[src/rtl/drink_pkg.sv]
// Shared state encoding and coin values for the drink vending block.
// Optional refund path is enabled with the DRINK_REFUND_EN macro.
package drink_pkg;

    typedef enum logic [2:0] {
        IDLE,
        COLLECT,
        VEND,
        CHANGE,
        REFUND
    } state_t;

    localparam logic [1:0] HALF_UNITS = 2'd1;
    localparam logic [1:0] ONE_UNITS  = 2'd2;

    function automatic logic [1:0] coin_value(input logic half,
                                              input logic one);
        return (half ? HALF_UNITS : 2'd0) + (one ? ONE_UNITS : 2'd0);
    endfunction

endpackage

[src/rtl/drink_change_counter.sv]
// Loadable down-counter paying out change/refund as half-unit pulses.
// Shared by the CHANGE and REFUND states of drink_vend_param.
module drink_change_counter #(
    parameter int CW = 3
) (
    input  logic          clk,
    input  logic          reset,
    input  logic          load,
    input  logic          en,
    input  logic [CW-1:0] load_val,
    output logic [CW-1:0] count,
    output logic          cout,
    output logic          done
);

    // One pulse per decrement, so cout is high exactly load_val cycles.
    always_ff @(posedge clk or negedge reset) begin
        if (!reset) begin
            count <= '0;
            cout  <= 1'b0;
        end else if (load) begin
            count <= load_val;
            cout  <= 1'b0;
        end else if (en && (count != '0)) begin
            count <= count - 1'b1;
            cout  <= 1'b1;
        end else begin
            cout  <= 1'b0;
        end
    end

    assign done = (count == '0);

endmodule

[src/rtl/drink_vend_param.sv]
// Parametrised drink vending Moore machine with change payout.
// Define DRINK_REFUND_EN to compile in the cancel/refund path.
module drink_vend_param
    import drink_pkg::*;
#(
    parameter int PRICE = 5,
    parameter int CW    = $clog2(PRICE + 3)
) (
    input  logic          clk,
    input  logic          reset,
    input  logic          half,
    input  logic          one,
    input  logic          cancel,
    output logic          out,
    output logic          cout,
    output logic [CW-1:0] change,
    output logic [CW-1:0] credit,
    output logic          busy
);

    state_t        state;
    logic [1:0]    v;
    logic [CW-1:0] sum;
    logic          accepting;
    logic          vend_hit;
    logic          refund_hit;
    logic [CW-1:0] load_val;
    logic          done;

    assign v         = coin_value(half, one);
    assign sum       = credit + CW'(v);
    assign accepting = (state == IDLE) || (state == COLLECT);
    assign vend_hit  = accepting && (sum >= CW'(PRICE));

`ifdef DRINK_REFUND_EN
    // A price-reaching coin in the same cycle takes priority over cancel.
    assign refund_hit = accepting && cancel && !vend_hit &&
                        ((state == COLLECT) || (v != 2'd0));
`else
    logic unused_cancel;
    assign unused_cancel = cancel;
    assign refund_hit    = 1'b0;
`endif

    assign load_val = vend_hit ? sum - CW'(PRICE) : sum;

    drink_change_counter #(
        .CW (CW)
    ) u_change (
        .clk      (clk),
        .reset    (reset),
        .load     (vend_hit || refund_hit),
        .en       (busy),
        .load_val (load_val),
        .count    (change),
        .cout     (cout),
        .done     (done)
    );

    always_ff @(posedge clk or negedge reset) begin
        if (!reset) begin
            state  <= IDLE;
            credit <= '0;
            out    <= 1'b0;
            busy   <= 1'b0;
        end else begin
            out <= 1'b0;
            unique case (state)
                IDLE, COLLECT: begin
                    if (vend_hit) begin
                        state  <= VEND;
                        credit <= '0;
                        out    <= 1'b1;
                        busy   <= 1'b1;
                    end else if (refund_hit) begin
                        state  <= REFUND;
                        credit <= '0;
                        busy   <= 1'b1;
                    end else if (v != 2'd0) begin
                        state  <= COLLECT;
                        credit <= sum;
                    end
                end
                VEND: begin
                    state <= done ? IDLE : CHANGE;
                    busy  <= !done;
                end
                CHANGE, REFUND: begin
                    if (done) begin
                        state <= IDLE;
                        busy  <= 1'b0;
                    end
                end
                default: begin
                    state <= IDLE;
                    busy  <= 1'b0;
                end
            endcase
        end
    end

endmodule

[config.mk]
export PLATFORM = sky130hd
export DESIGN_NAME = drink_vend_param
export DESIGN_NICKNAME = d
export VERILOG_FILES = /design/src/rtl/drink_pkg.sv /design/src/rtl/drink_change_counter.sv /design/src/rtl/drink_vend_param.sv
export SDC_FILE = /design/constraint.sdc
export NUM_CORES = 1
export LEC_CHECK = 0
export ABC_AREA = 1
export CORE_MARGIN = 1.5
export CORE_UTILIZATION = 30
export DETAILED_ROUTE_END_ITERATION = 8
export SLEW_MARGIN = 20
export SYNTH_ARGS = -nofsm -noshare
export SYNTH_HDL_FRONTEND = slang
export SYNTH_SLANG_ARGS = --single-unit
export TNS_END_PERCENT = 5
[constraint.sdc]
create_clock -name clk -period 2.9 [get_ports clk]
set_clock_uncertainty 0.2 [all_clocks]
set_input_delay 0.58 -clock clk [delete_from_list [all_inputs] [get_ports clk]]
set_output_delay 0.58 -clock clk [all_outputs]
set_load 0.1 [all_outputs]
==> flow_summary.yaml <==
run_status:
  status: "completed"
synthesis:
  synth_area_leaders: "sky130_fd_sc_hd__dfrtp_1 (39%), sky130_fd_sc_hd__inv_1 (10%), sky130_fd_sc_hd__nand2_1 (10%)"
  netlist_instances: 82
  per_instance_average_area_after_synthesis_um2: 8.591
  synth-main-ff-cell: "sky130_fd_sc_hd__dfrtp_1"
  synth-edff-count: 0
  yosys_warnings: 0
  synth.top_cells.by_count: "sky130_fd_sc_hd__inv_1 (19), sky130_fd_sc_hd__nand2_1 (19), sky130_fd_sc_hd__dfrtp_1 (11)"
  cell_area_after_synthesis_um2: 704.4
  synth_register_bits: 11
  synth.largest_area_cell: "sky130_fd_sc_hd__dfrtp_1"
  distinct_cells_synth: 19
  synth_fp_nets: 93
  area_share_of_the_largest_cell_type_after_synthesis: 0.3908
  synthArstFlopShare: 1.000
  synth-seq-area-share: 0.3908
critical_path:
  crit_type: "in2reg"
  worstSetupStartpointType: "primary input"
  timing.critical_path.fanout_max: 10
  r2r_slack_ns: 0.72
  cp-end-kind: "flip-flop"
  worst-endpoint-required_ns: 2.86
  worst-endpoint-arrival_ns: 2.51
clocking:
  post_cts_resized: 0
  tritoncts.num_buffers: 3
  cts_post_setup_buffers_inserted: 0
  max-clock-path-buffers: 2
  cts.reportedPaths.clkPinSlew_ns: 0.06
  cts_root_buffer: "sky130_fd_sc_hd__clkbuf_4"
  worst_skew_pair.late_latency_ns: 0.27
  cts.sink_count: 11
  cts_htree_levels: 1
  cts_tree: "done"
  cts-hold-fix-buffers: 0
routing:
  routed_wire_length_per_instance_um: 9.527
  wl_met3_um: 74
  drc_errors: 0
  route.antenna.remaining_nets: 0
  num_vias: 569
  drt-met1-wl_um: 594
  drt-vias-per-instance: 4.344
  met2_length_um: 558
  highest_layer_used_for_signal_routing: "met4"
  first_pass_iters: 4
  drt_iter0_drc: 11
  overall_routed_net_length_um: 1248
timing:
  setup_viol_count_final: 0
  holdWs_ns: 0.3138
  hold_violations: 0
  relative_slew_margins: 0.6715
  fin_ws_ns: 0.3455
  fin_crit_period_ns: 2.555
  slew_violations: 0
  achievable-frequency_ghz: 0.3915
  rsz0062_at_grt: "false"
  fin_tns_setup_ns: 0
  period_share: 0.8809
  worst-slew-pin-transition_ns: 0.4912
global_routing:
  grt_pass1_vias: 557
  grt_max_degree: 12
  grt_pass1_wl_um: 2339
  grt_usage: 0.1154
  globalRouteOverflowTotal: 0
  grt_antenna_before_repair: 0
floorplanning:
  floorplan.die_area_mm2: 0.002648
  io_count: 14
  rows: 17
  area_of_the_core_mm2: 0.002212
  initial_utilization: 0.3184
  die_h_um: 51.46
  die_w_um: 51.46
placement:
  finalWeightedCongestion: 0.7947
  buffer_ports.inserted: 12
  dpl_worst_slack_ns: 0.05885
  hpwl_reported_at_the_end_of_detailed_placement_um: 994
layout:
  fill_count: 246
  nNetsFinal: 115
  final_layout_size_suffix_gt1_frac: 0.2621
  antennaDiodeCount: 0
  area_delta_synth_final_pct: 26.82
worst_hold_path:
  min_path_type: "reg2reg"
job:
  maxcap_violations: 0
## kinds of logic (layout without fill, tap and decap cells)
kind of cell,after synthesis,after routing,share of synthesized area
AND/OR/NAND/NOR,42,42,0.3499
adder cells (fa/ha/maj),6,6,0.1172
flip-flops,11,11,0.3908
AO/OA/AOI/OAI,2,2,0.01421
buffers and inverters,21,42,0.1279
## critical path: stages
cell and delay, ns:
sky130_fd_sc_hd__clkdlybuf4s50_1 0.48, sky130_fd_sc_hd__ha_1 0.15, sky130_fd_sc_hd__inv_1 0.05, sky130_fd_sc_hd__fa_1 0.50
sky130_fd_sc_hd__ha_1 0.15, sky130_fd_sc_hd__inv_1 0.04, sky130_fd_sc_hd__nand2_1 0.11, sky130_fd_sc_hd__nand3_4 0.15
sky130_fd_sc_hd__buf_4 0.18, sky130_fd_sc_hd__nand3_1 0.06, sky130_fd_sc_hd__nand2_1 0.05
## final cells by class
cell class	count	area, um^2	share of cell area
repair buffers	18	142.6	0.1597
clock buffers	4	26.28	0.02941
well taps	28	35.03	0.03922
multi-input cells	50	339.1	0.3796
flip-flops and latches	11	275.3	0.3081
inverters	20	75.07	0.08403
## flip-flops by register name, indices dropped and copies added, names as in the netlist
signal	flops
u_change.count	3
credit	3
u_change.cout	1
state	2
out	1
busy	1
## placed cells by master, fill, tap and decap left out, types with 3 or more instances in the layout
cell	Yosys	layout
sky130_fd_sc_hd__inv_1	19	19
sky130_fd_sc_hd__dfrtp_1	11	11
sky130_fd_sc_hd__clkdlybuf4s50_1	0	3
sky130_fd_sc_hd__nand2_1	19	19
sky130_fd_sc_hd__nand3_1	10	10
sky130_fd_sc_hd__buf_4	0	15
sky130_fd_sc_hd__ha_1	5	5
sky130_fd_sc_hd__clkbuf_4	0	3
## layer usage
metal,track usage,vias to the layer above
met5,0,-
met4,0.02193,0
met3,0.04386,6
met2,0.1795,14
met1,0.1530,249
li1,-,300
## worst paths after layout
path                           start                end  cells past startpoint
max reg2reg                credit[0]  u_change.count[0]                     11
min in group asynchronous      reset  u_change.count[1]                      1
min                             busy               busy                      2
max in group asynchronous      reset          credit[0]                      1
max                             half          credit[0]                     11
min reg2reg                     busy               busy                      2
## through the flow
step	cells	cell area, um^2	util
3_3_place_gp	127	867.1	0.3920
5_1_grt	131	893.4	0.4038
4_1_cts	131	893.4	0.4038
6_report	131	893.4	0.4038
2_1_floorplan	82	704.4	-
3_5_place_dp	127	867.1	0.3920
Power is left out: the tool's default activity adds up to more than one toggle a clock period on the data nets, which glitch-free logic cannot reach.
